### src/rtl/parking_meter_ctrl.sv
// parking_meter_ctrl: parking-time counter with 1 s decrement, double-dabble BCD output and display blanking.
// Define METER_FLASH_EN to build the low-time/expired flash logic; otherwise blank is tied low.
module parking_meter_ctrl #(
  parameter int TICK_DIV   = 100000000,
  parameter int MAX_TIME   = 9999,
  parameter int LOW_THRESH = 180
) (
  input  logic        CLK,
  input  logic        rst_n,
  input  logic        add30,
  input  logic        add120,
  input  logic        add180,
  input  logic        add300,
  input  logic        rst15,
  input  logic        rst185,
  output logic [15:0] bcd_out,
  output logic        blank,
  output logic        busy
);
  localparam int PW = $clog2(TICK_DIV);
  typedef enum logic [1:0] {IDLE, SHIFT, DONE} state_t;
  state_t state, state_n;
  logic [PW-1:0] presc;
  logic [13:0] tm, tm_n, cap, last, bin;
  logic [14:0] sum, sat;
  logic [15:0] bcd, bcd_adj;
  logic [3:0] cnt;
  logic tick, preset, restart, write, blank_n;
  assign tick = presc == PW'(TICK_DIV - 1);
  assign preset = rst15 | rst185;
  assign sum = {1'b0, tm} + (add30 ? 15'd30 : 15'd0) + (add120 ? 15'd120 : 15'd0)
             + (add180 ? 15'd180 : 15'd0) + (add300 ? 15'd300 : 15'd0);
  assign sat = sum > 15'(MAX_TIME) ? 15'(MAX_TIME) : sum;
  assign tm_n = rst185 ? 14'd185 : rst15 ? 14'd15 : (tick && sat != 15'd0) ? 14'(sat - 15'd1) : sat[13:0];
  assign busy = state != IDLE;
  for (genvar d = 0; d < 4; d++)
    assign bcd_adj[4*d +: 4] = bcd[4*d +: 4] >= 4'd5 ? bcd[4*d +: 4] + 4'd3 : bcd[4*d +: 4];
  // A conversion in flight is abandoned whenever time moves away from the captured value.
  always_comb begin
    restart = state == IDLE ? tm != last : tm != cap;
    write = state == DONE && !restart;
    state_n = restart ? SHIFT : (state == SHIFT && cnt == 4'd13) ? DONE : state == DONE ? IDLE : state;
  end
`ifdef METER_FLASH_EN
  logic half;
  logic [13:0] shown;
  assign half = presc >= PW'(TICK_DIV / 2);
  assign shown = write ? cap : last;
  assign blank_n = shown == 14'd0 ? half : shown < 14'(LOW_THRESH) ? shown[0] : 1'b0;
`else
  assign blank_n = 1'b0;
`endif
  always_ff @(posedge CLK or negedge rst_n) begin
    if (!rst_n) begin
      state <= IDLE;
      presc <= '0;
      tm <= '0;
      cap <= '0;
      last <= '0;
      bin <= '0;
      bcd <= '0;
      cnt <= '0;
      bcd_out <= '0;
      blank <= 1'b0;
    end else begin
      state <= state_n;
      presc <= (preset || tick) ? '0 : presc + PW'(1);
      tm <= tm_n;
      if (restart) begin
        cap <= tm;
        bin <= tm;
        bcd <= '0;
        cnt <= '0;
      end else if (state == SHIFT) begin
        bcd <= {bcd_adj[14:0], bin[13]};
        bin <= bin << 1;
        cnt <= cnt + 4'd1;
      end
      if (write) begin
        bcd_out <= bcd;
        last <= cap;
      end
      blank <= blank_n;
    end
  end
endmodule
### config.mk
export PLATFORM = sky130hd
export DESIGN_NAME = parking_meter_ctrl
export DESIGN_NICKNAME = d
export VERILOG_FILES = /design/src/rtl/parking_meter_ctrl.sv
export SDC_FILE = /design/constraint.sdc
export NUM_CORES = 1
export LEC_CHECK = 0
export CAP_MARGIN = 20
export CORE_MARGIN = 5
export CORE_UTILIZATION = 50
export DETAILED_ROUTE_END_ITERATION = 12
export MAX_ROUTING_LAYER = met4
export PLACE_DENSITY_LB_ADDON = 0.05
export SYNTH_ARGS = -nofsm -noshare
export SYNTH_HDL_FRONTEND = slang
export SYNTH_SLANG_ARGS = --single-unit
### constraint.sdc
create_clock -name CLK -period 6.1 [get_ports CLK]
set_clock_uncertainty 0.15 [all_clocks]
set_input_delay 1.22 -clock CLK [delete_from_list [all_inputs] [get_ports CLK]]
set_output_delay 1.22 -clock CLK [all_outputs]
set_load 0.05 [all_outputs]
Word-level counts from Yosys, hierarchy flattened
Cells that the tools add are included.
- flip-flop bits (word level): 121
- input bits: 8
- $add $sub $neg: 11
- order comparisons: 5
- eq/ne operators: 6
- muxes and demuxes: 23
- bitwise operators: 1
- reductions and logical operators: 10
- operators by type and width (kind ; count):
    $mux 14 ; 5
    $mux 16 ; 2
    $ne 14x14->1 ; 2
    $add 27x1->27 const B ; 1
    $eq 27x27->1 const B ; 1
    $mux 27 ; 1
    $mux 4 ; 5
    $ge 4x3->1 const B ; 4
    $add 14x5->15 ; 1
    $add 15x7->15 ; 1
    $add 15x8->15 ; 1
    $add 15x9->15 ; 1
    $gt 15x14->1 const B ; 1
    $mux 15 ; 1
    $reduce_bool 15->1 ; 1
    $sub 14x1->14 const B ; 1
    $add 4x2->4 const B ; 3
    $mux 9 ; 1
    $mux 8 ; 1
    $mux 7 ; 1
    $mux 2 ; 3
    $mux 5 ; 1
    $add 4x1->4 const B ; 1
    $eq 4x4->1 const B ; 1
    other kinds (12) ; 15

Longest topological paths before layout
Gate-level depths: netlist of the first run.
- word-level depth: 12
- depth in mapped cells: 24

Worst setup path after synthesis of the first run
No wires, ideal clock.
- path kind: input-to-reg
- start: input add120
- end: register tm[3]
- arrival time: 6.259 ns
- data required time: 5.814 ns
- slack: -0.445 ns
- stages: 24
- path buffers: 1
- cell sequence: inv_1 fa_1 fa_1 inv_1 ha_1 inv_1 fa_1 nand2b_1 a21oi_1 xnor2_1 or3b_2 a41oi_1 nand3b_1 nor2_1 nor2_1 ha_1 nand2_1 or4b_4 or4_4 o21ai_2 buf_6 nor2_1 xnor2_1 nand3_1
- cells in the longest elaborated chain, start to end: 11
- ends and longest elaborated chain (item ; line ; text):
    start: declaration ; 11 ; input logic add120,
    $mux 7 * ; 31 ; assign sum = {1'b0, tm} + (add30 ? 15'd30 : 15'd0) + (add120 ? 15'd120 : 15'd0)
    $add 15x7->15 * ; 31 ;
    $add 15x8->15 * ; 32 ; + (add180 ? 15'd180 : 15'd0) + (add300 ? 15'd300 : 15'd0);
    $add 15x9->15 * ; 32 ;
    $gt 15x14->1 ; 33 ; assign sat = sum > 15'(MAX_TIME) ? 15'(MAX_TIME) : sum;
    $mux 15 * ; 33 ;
    branches (longest 2 deep; another with $sub 14x1->14) ; - ;
    $mux 14 * (3 in series) ; 34 ; assign tm_n = rst185 ? 14'd185 : rst15 ? 14'd15 : (tick && sat != 15'd0) ? 14'(sat - 15'd1) : sat[13:0];
    net tm_n[3] ; 24 ; logic [13:0] tm, tm_n, cap, last, bin;
    end signal: assignment ; 68 ; tm <= tm_n;
    end: declaration ; 24 ;
Mark *: on every way through the listed nets, which the timed path passes.
A chain may end at the register's enable or synchronous reset.

Worst setup path in the final report of the first run
- start: input add300
- end: register tm[7]
- cells in the longest elaborated chain, start to end: 9
- ends and longest elaborated chain (item ; line ; text):
    start: declaration ; 13 ; input logic add300,
    $mux 9 * ; 32 ;
    $add 15x9->15 * ; 32 ;
    $gt 15x14->1 ; 33 ;
    $mux 15 * ; 33 ;
    branches (longest 2 deep; another with $sub 14x1->14) ; - ;
    $mux 14 * (3 in series) ; 34 ;
    net tm_n[7] ; 24 ;
Marks and branches as above.

==> metrics.md, run 1 <==
| Metric | Value |
|---|---|
| Min Tclk post-route | roughly 6.0 ns |
| Leakage Power | 3.771 nW |
| Yosys warns | 0 |
| Leading post-synthesis cells by cell area | dfrtp_1 45%, ha_1 5.2%, nor2_1 4.5% |
| Final routed DRC violation total | 0 |
| Nature of the critical path endpoint | flop |
| CTS max path bufs | 2 |
| Routed Antenna Nets | 0 |
| Max IR drop VDD | 0.3109 mV |
| Fin util | 0.6294 |
| Die Y | 125.8 um |
| Area delta synth->final | 23.86% |
| Number of global-route vias before repair | 5034 |
| Hold Crit Class | reg -> reg |
| TritonCTS clock tree | done |
| FP Rows | 42 |
| Startpoint Class | primary input |
| Tot GR Track Use | 0.1938 |
| Gate Count Post-Synth | a little under 700 |
| Ys async rst share | 1.000 |
| Top cells by count, synth | 121 x dfrtp_1, 81 x nor2_1, 54 x nand2_1 |
| Final Max Tran Viols | 0 |
| Number of flops mapped to enable cells by yosys | 0 |
| Synthesized flop and latch total | 121 |
| Vias per cell | 5.250 |
| Normalized max-slew margin | 0.3091 |
| Buffers plus inverters on the worst setup path | 6 |
| Hold_buf cts | 0 |
| Clock transition at path regs | 0.06 ns |
| Setup violations, final | 0 |
| RSZ-0062 raised after global routing | true |
| Diodes inserted | 0 |
| Cell taking the most area after synthesis | dfrtp_1 |
| Post-DP HPWL | 9.596 mm |
| Maximum achievable frequency | ~170 MHz |
| I/O Buffers | 24 |
| Initial Util | 0.5082 |
| Initial antenna violation count | 0 |
| FF+latch area | 3028 um2 |
| Area of the multi-input gates | 3508 um2 |
| CP top delay family | simple AND/OR/NAND/NOR gates |
| Post-synthesis area per instance | 9.728 um2 |
| Final Hold Fails | 0 |
| Outcome | finished clean |
| Crit-path max FO | 7 |
| Dpl cells | 904 |
| Reg2Reg Setup Slack | 1.01 ns |
| Nets | between 800 and 900 |
| DRT iter0 DRCs | 287 |
| Tot Pwr | roughly 0.0032 W |
| Overflow after GRT | 0 |
| Worst Path Arrival | 6.16 ns |
| Crit path from | add300 |
| Horiz. Die Dim | 125.8 um |
| Placed cell areas | between 7000 and 8000 um2 |
| Critical Path RT | around 6.2 ns |
| Core area | 13190 um2 |
| Largest net degree at the start of global routing | about 80 |
| Crit path largest cell delay | 0.56 ns |
| CTS H-tree lvls | 4 |
| GP Congestion | 0.8674 |
| Global-route wire length before repair | 24.55 mm |
| Top cell type's share of synthesized area | 0.4517 |
| Worst-margin pin slew | 1.035 ns |
| Library cells used by synthesis | 54 |
| Power Density | 381.2 nW/um2 |
| Final WL | 13.98 mm |
| Avg WL per Cell | 14.69 um |
| Share of cells above drive strength 1 | 0.1997 |
| Reg2reg path depth | 24 |
| Root buf cell | clkbuf_16 |
| Ports | 26 |
| Capture point of the critical path | tm[7] |
| Worst-Skew Late Latency | roughly 0.4 ns |
| DRT Pass-1 Iters | 4 |
| CTS Buf Count | 17 |
| Final non-filler cell total | 952 |
| Mapped cell area | 6703 um2 |
| Worst path slowest cell | fa_2 |
| Die area | 15820 um2 |
| Post-synthesis sequential area ratio | 0.4517 |
| Fin area | 8302 um2 |
| Via count | approximately 5000 |
| Final period utilization | 0.9872 |
| Max cap viols | 0 |
| Post-Syn Nets | 734 |
| Clock sink count | 121 |
| Setup Crit Path Kind | in -> reg |
| Synth Flop Type | dfrtp_1 |
| Total stage count of the critical path | 26 |
| Reg-to-reg critical path endpoint | tm[7] |
| Most common cell in the synthesized netlist | dfrtp_1 |
| Worst R2R Start | tm[1] |
| Filler instances | 1069 |
cell usage in the layout, fill, tap and decap left out, drive strengths merged, types with 2 or more instances in the layout:
cell           synthesis  routed
dfrtp                121     121
nor2                  82      82
buf                    9      62
nand2                 54      54
o21ai                 53      53
inv                   49      50
a21oi                 33      33
xnor2                 33      33
mux2i                 28      28
xor2                  28      28
ha                    28      28
mux2                  25      25
nand3                 21      21
clkbuf                16      20
clkdlybuf4s50          0      19
nor3                  15      15
nand4                  9       9
nand2b                 9       9
fa                     9       9
and3                   8       8
nor3b                  6       6
nor2b                  6       6
nor4                   5       5
bufinv                 0       5
o21a                   4       4
a211oi                 4       4
o21bai                 4       4
or3                    3       3
or2                    3       3
or4                    3       3
clkinv                 0       3
a21o                   2       2
a41oi                  2       2
clkinvlp               0       2
nor4b                  2       2
or3b                   2       2
or4b                   2       2
power breakdown:
| part | total [W] | internal [W] | leakage [nW] | switching, W |
|---|---|---|---|---|
| Clock | 0.00109 | 0.000735 | 0.311 | 0.000356 |
| Combinational | 0.00114 | 0.000588 | 1.85 | 0.000547 |
| Sequential | 0.000938 | 0.000873 | 1.61 | 0.0000654 |
| Total | 0.00316 | 0.00220 | 3.77 | 0.000969 |
worst register-to-register path, delay by kind of cell (launching register included):
family                     cells  cell delay [ns]
xor gates and xnor gates       2             0.23
adders and majority gates      5             1.21
and+or+nand+nor                9             2.07
buffers and inverters          4             0.33
DFF                            1             0.43
AOI/OAI and AO/OA              4             0.55
final cells by class:
cell class	count	area share
Tap cell	176	0.02653
Inverter	49	0.02291
Timing Repair Buffer	81	0.08606
Clock buffer	20	0.05381
Multi-Input combinational cell	494	0.4226
Sequential cell	121	0.3647
Clock inverter	11	0.02336
through the flow:
| step | hold slack (ns) | TNS (ns) | worst slack (ns) |
|---|---|---|---|
| 3_3_place_gp | 0.3121 | -10.09 | -0.7938 |
| 6_report | 0.3266 | 0 | 0.07787 |
| 4_1_cts | 0.3350 | -0.04616 | -0.03110 |
| 2_1_floorplan | 0.2996 | -1.234 | -0.1477 |
| 3_5_place_dp | 0.3218 | -11.23 | -0.8940 |
| 5_1_grt | 0.3597 | -0.4786 | -0.06673 |
kinds of logic (layout without fill, tap and decap cells):
kind of cell / count (synthesis) / count (layout) / share of synthesized area
AO/OA/AOI/OAI: 109 / 109 / 0.09353
AND/OR/NAND/NOR: 233 / 233 / 0.1674
XOR/XNOR: 61 / 61 / 0.07971
adder cells (fa/ha/maj): 37 / 37 / 0.07915
other: 1 / 1 / 0.0005595
multiplexers: 53 / 53 / 0.08382
flip-flops: 121 / 121 / 0.4517
buffers and inverters: 74 / 161 / 0.04405
routing by layer:
layer  track usage  share of wire
met2        0.3077           0.48
met4       0.05110          0.010
met1        0.2549           0.48
met5             -              0
met3       0.04234          0.029
state kept, by name (all words and copies together) (netlist names):
name and cells:
cnt 4, presc 27, bcd_out 16, bin 14, tm 14, last 14, cap 14, bcd 16
state 2
worst min path at each step:
stage                           start     endpoint  slack (ns)  cells after the start
after floorplan               last[0]      last[0]        0.30                      2
after global placement    bcd_out[12]  bcd_out[12]        0.31                      2
after detailed placement  bcd_out[10]  bcd_out[10]        0.32                      2
after CTS                 bcd_out[10]  bcd_out[10]        0.34                      2
after global routing         last[12]     last[12]        0.36                      1
final                     bcd_out[10]  bcd_out[10]        0.33                      2
repair_timing:
item | 4_1_cts | 5_1_grt
endpoints found under the setup margin | 14 | 14
resized for setup | 35 | 7
pin swaps | 19 | 9
buffers inserted | 10 | 5
Note: power is estimated with default switching activity, not from simulation.
==> inputs of run 2 (changes only) <==
==> constraint.sdc (replaced) <==
create_clock -name CLK -period 7.54 [get_ports CLK]
set_clock_uncertainty 0.15 [all_clocks]
set_input_delay 1.508 -clock CLK [delete_from_list [all_inputs] [get_ports CLK]]
set_output_delay 1.508 -clock CLK [all_outputs]
set_load 0.05 [all_outputs]
==> metrics.md, run 2 (synthesis gave the netlist of run 1 again) <==
| Metric | Value |
|---|---|
| M1 GR Usage | 0.2483 |
| Hold Crit Class | reg -> reg |
| Nets | 764 |
| Final Max Tran Viols | 0 |
| Final routed DRC violation total | 0 |
| Clock sink count | around 120 |
| Setup TNS | 0 ns |
| Share of cells above drive strength 1 | 0.1120 |
| DRT Pass-1 Iters | 4 |
| Largest regs | presc x27, bcd x16, bcd_out x16 |
| Worst R2R Start | tm[1] |
| Grt met3 use | 0.04361 |
| Setup violations, final | 0 |
| Reg2Reg Setup Slack | roughly 2.2 ns |
| Normalized max-slew margin | 0.2806 |
| Post-DP HPWL | 9.324 mm |
| Leakage Power | 3.507 nW |
| Max cap viols | 0 |
| Tot Pwr | 0.002181 W |
| Power Density | ~280 nW/um2 |
| RSZ-0062 raised after global routing | false |
| Die area | 15820 um2 |
| Worst Path Arrival | a little over 7 ns |
| Reg-to-reg critical path endpoint | tm[10] |
| Post-CTS setup buffers | 0 |
| Global-route wire length before repair | about 23 mm |
| Hold_buf cts | 0 |
| FP Rows | 42 |
| Capture point of the critical path | tm[10] |
| Final WL | 13.53 mm |
| Horiz. Die Dim | 125.8 um |
| Final period utilization | 0.9358 |
| Clock transition at path regs | about 0.050 ns |
| Setup Crit Path Kind | in -> reg |
| Crit path largest cell delay | 0.56 ns |
| I/O Buffers | 24 |
| Number of global-route vias before repair | ~4800 |
| GP Congestion | 0.8773 |
| Largest net degree at the start of global routing | ~70 |
| Outcome | finished clean |
| Critical Path RT | 7.72 ns |
| Max FFs per register | 27 |
| Initial antenna violation count | 0 |
| TritonCTS clock tree | done |
| Met2 usage in global routing | 0.2845 |
| Avg WL per Cell | between 10 and 15 um |
| Tot GR Track Use | 0.1865 |
| Routed Antenna Nets | 0 |
| Root buf cell | clkbuf_16 |
| Final Hold Fails | 0 |
| Maximum achievable frequency | 141.7 MHz |
| CTS H-tree lvls | 4 |
| Vias per cell | 5.316 |
| Diodes inserted | 0 |
| Via count | 4827 |
| Worst-margin pin slew | between 1 and 1.5 ns |
| Top reg by flops | presc |
| Reg2reg path depth | 24 |
| CTS max path bufs | 2 |
| Worst path slowest cell | fa_1 |
| Crit path from | add30 |
| Top Usage Layer GRT | met2 |
| Min Tclk post-route | 7.056 ns |
| Crit-path max FO | 13 |
| Ports | 26 |
| Core area | between 10000 and 15000 um2 |
| Startpoint Class | primary input |
| Post-CTS sizing | 0 |
| Most frequent cells in the layout | 121 x dfrtp_1, 81 x nor2_1, 54 x nand2_1 |
| Die Y | 125.8 um |
| Most common cell after layout, fill and taps aside | dfrtp_1 |
| DRT iter0 DRCs | 297 |
| Nature of the critical path endpoint | flop |
| Worst-Skew Late Latency | 0.41 ns |
| Initial Util | 0.5082 |
| Fin util | 0.5880 |
| Overflow after GRT | 0 |
| Max IR drop VDD | approximately 0.18 mV |
| CTS Buf Count | 17 |
| Area delta synth->final | 15.72% |
## run 2: cell count changes in the layout (fill, tap and decap cells not counted), moves of 3 or more
| cell | change |
|---|---|
| buf_6 | -5 |
| clkdlybuf4s50_1 | +4 |
| inv_1 | +7 |
| buf_4 | -41 |
| clkbuf_8 | +6 |
| ha_1 | +3 |
| inv_2 | -5 |
| nor2_1 | +3 |
| fa_2 | -3 |
| fa_1 | +3 |
| bufinv_16 | -4 |
## run 2: how the worst min path moves through the flow
stage               depth (start not counted)          end         from  slack [ns]
floorplan                                   2      last[0]      last[0]        0.30
global placement                            2  bcd_out[12]  bcd_out[12]        0.31
detailed placement                          2  bcd_out[13]  bcd_out[13]        0.32
CTS                                         2  bcd_out[13]  bcd_out[13]        0.33
global route                                2   bcd_out[9]   bcd_out[9]        0.37
finish                                      2  bcd_out[13]  bcd_out[13]        0.33
## run 2: per-stage QoR
stage | cells | setup slack (ns) | hold WS [ns] | instance area [um2]
floorplan | 689 | 0.7070 | 0.2996 | 6703
finish | 908 | 0.4843 | 0.3253 | 7756
global placement | 875 | 0.1820 | 0.3130 | 7152
detailed placement | 875 | 0.07251 | 0.3216 | 7152
CTS | 907 | 0.4783 | 0.3331 | 7741
global route | 908 | 0.1025 | 0.3659 | 7756
## run 2: cell type report
| cell class | count | area [um2] |
|---|---|---|
| repair buffers | 36 | 347.8 |
| clock buffers | 26 | 529.3 |
| well taps | 176 | 220.2 |
| multi-input cells | 494 | 3387 |
| inverters | 49 | 183.9 |
| clock inverters | 6 | 60.06 |
| flip-flops and latches | 121 | 3028 |
| fillers | 1142 | 5434 |
## run 2: routing by layer
layer	wire [um]	vias to the layer above
li1	-	2393
met1	6480	2360
met2	6429	58
met3	436	16
met4	181	0
met5	0	-
## run 2: report_power, final
part	leakage [nW]	internal, W	switching (W)	total (W)
combinational	1.60	0.000272	0.000361	0.000633
clock	0.288	0.000513	0.000276	0.000789
sequential	1.61	0.000706	0.0000517	0.000758
total	3.51	0.00149	0.000689	0.00218
## run 2: worst max-delay path: cells and delay by family
family                   cells  cell delay, ns
AO/OA/AOI/OAI                4            0.66
XOR/XNOR                     2            0.30
adder cells (fa/ha/maj)      5            1.72
buffers and inverters        5            0.85
AND/OR/NAND/NOR              9            2.20
==> inputs of run 3 (changes only) <==
--- a/config.mk
+++ b/config.mk
@@ -10,7 +10,7 @@
 export CORE_UTILIZATION = 50
 export DETAILED_ROUTE_END_ITERATION = 12
 export MAX_ROUTING_LAYER = met4
-export PLACE_DENSITY_LB_ADDON = 0.05
+export PLACE_DENSITY_LB_ADDON = 0.08
 export SYNTH_ARGS = -nofsm -noshare
 export SYNTH_HDL_FRONTEND = slang
 export SYNTH_SLANG_ARGS = --single-unit
==> metrics.md, run 3 (synthesis gave the netlist of run 1 again) <==
| Metric | Value |
|---|---|
| Outcome | finished clean |
| Largest net degree at the start of global routing | 77 |
| Startpoint Class | primary input |
| Final Hold Fails | 0 |
| I/O Buffers | 24 |
| Number of global-route vias before repair | between 4000 and 5000 |
| Setup TNS | 0 ns |
| Clock transition at path regs | 0.05 ns |
| Vias per cell | approximately 5.3 |
| DRT Pass-1 Iters | 5 |
| Share of cells above drive strength 1 | 0.1097 |
| Worst R2R Start | tm[1] |
| Diodes inserted | 0 |
| Final WL | roughly 14 mm |
| Hold path depth | 2 |
| Power Density | approximately 290 nW/um2 |
| Global-route wire length before repair | 23.72 mm |
| Overflow after GRT | 0 |
| Reg2reg path depth | 24 |
| Clock sink count | 121 |
| Most common cell after layout, fill and taps aside | dfrtp_1 |
| Total stage count of the critical path | 25 |
| Hold EP | bcd_out[10] |
| TritonCTS clock tree | done |
| Final period utilization | 0.9431 |
| Initial Util | 0.5082 |
| Min Tclk post-route | 7.111 ns |
| Die Y | about 130 um |
| Normalized max-slew margin | 0.2614 |
| Horiz. Die Dim | 125.8 um |
| Worst-margin pin slew | 1.108 ns |
| Area delta synth->final | 16.05% |
| Max cap viols | 0 |
| CTS Buf Count | 17 |
| Hold Path Origin | bcd_out[10] |
| GP Congestion | 0.8483 |
| CP top delay family | simple AND/OR/NAND/NOR gates |
| Critical Path RT | 7.70 ns |
| Worst path slowest cell | fa_1 |
| Max IR drop VDD | approximately 0.21 mV |
| Hold Crit Class | reg -> reg |
| Dpl cells | 875 |
| Final non-filler cell total | 905 |
| DRT iter0 DRCs | about 290 |
| Avg WL per Cell | 15.18 um |
| Most frequent cells in the layout | 121 x dfrtp_1, 81 x nor2_1, 54 x nand2_1 |
| Final routed DRC violation total | 0 |
| Largest regs | presc x27, bcd x16, bcd_out x16 |
| RSZ-0062 raised after global routing | false |
| Setup Crit Path Kind | in -> reg |
| Post-CTS setup buffers | 0 |
| Tot GR Track Use | 0.1886 |
| CTS H-tree lvls | 4 |
| Buffers plus inverters on the worst setup path | 5 |
| Reg-to-reg critical path endpoint | tm[8] |
| Maximum achievable frequency | about 140 MHz |
| Worst-Skew Late Latency | about 0.4 ns |
| Hold_buf cts | 0 |
| Crit path largest cell delay | between 0.5 and 0.6 ns |
| Die area | approximately 16000 um2 |
| Reg2Reg Setup Slack | 2.12 ns |
| Root buf cell | clkbuf_16 |
| Nets | ~760 |
| Max FFs per register | 27 |
| Via count | 4828 |
| Setup violations, final | 0 |
| Top reg by flops | presc |
| Fin util | 0.5897 |
| Final Max Tran Viols | 0 |
| Leakage Power | 3.519 nW |
| FP Rows | 42 |
| Post-CTS sizing | 0 |
| Routed Antenna Nets | 0 |
| Crit-path max FO | 13 |
| Initial antenna violation count | 0 |
| Post-DP HPWL | 9.680 mm |
| Nature of the critical path endpoint | flop |
| Ports | 26 |
| Core area | 13190 um2 |
| Worst hold slack | about 0.33 ns |
| Worst Path Arrival | 7.27 ns |
| CTS max path bufs | 2 |
run 3: worst max-delay path by stage:
| stage | slack, ns | from | endpoint |
|---|---|---|---|
| after floorplan | 0.71 | add120 | tm[3] |
| after global placement | 0.18 | add30 | tm[7] |
| after detailed placement | 0.02 | add120 | tm[3] |
| after CTS | 0.42 | add120 | tm[8] |
| after global routing | 0.002 | add30 | tm[8] |
| final | 0.43 | add120 | tm[8] |
run 3: final cells by class:
type,count,area (um2)
Multi-Input combinational cell,494,3387
Tap cell,176,220.2
Inverter,49,183.9
Clock buffer,22,484.2
Fill cell,1136,5411
Clock inverter,8,142.6
Timing Repair Buffer,35,332.8
Sequential cell,121,3028
run 3: worst reg2reg max path: cells and delay by family (launching register included):
| kind | cells | cell delay [ns] |
|---|---|---|
| buffers and inverters | 4 | 0.32 |
| DFF | 1 | 0.42 |
| and+or+nand+nor | 9 | 2.21 |
| AOI/OAI and AO/OA | 4 | 0.72 |
| adders and majority gates | 5 | 1.25 |
| xor gates and xnor gates | 2 | 0.26 |
run 3: metal layers:
metal,global-route usage,up-vias,wire length [um]
li1,-,2383,-
met1,0.2422,2367,6289
met2,0.3021,67,6770
met3,0.04107,11,552
met4,0.05804,0,129
met5,-,-,0
run 3: report_power, final:
group | switching (W) | internal, W
logic | 0.000360 | 0.000272
clock network | 0.000277 | 0.000582
registers | 0.0000537 | 0.000706
total | 0.000691 | 0.00156
run 3: through the flow:
| stage | setup WS [ns] | instance area [um2] | power (W) |
|---|---|---|---|
| after global routing | 0.002231 | 7779 | 0.002387 |
| after CTS | 0.4173 | 7779 | 0.002273 |
| after floorplan | 0.7070 | 6703 | 0.001215 |
| after detailed placement | 0.01661 | 7152 | 0.001406 |
| final | 0.4292 | 7779 | 0.002251 |
| after global placement | 0.1831 | 7152 | 0.001386 |
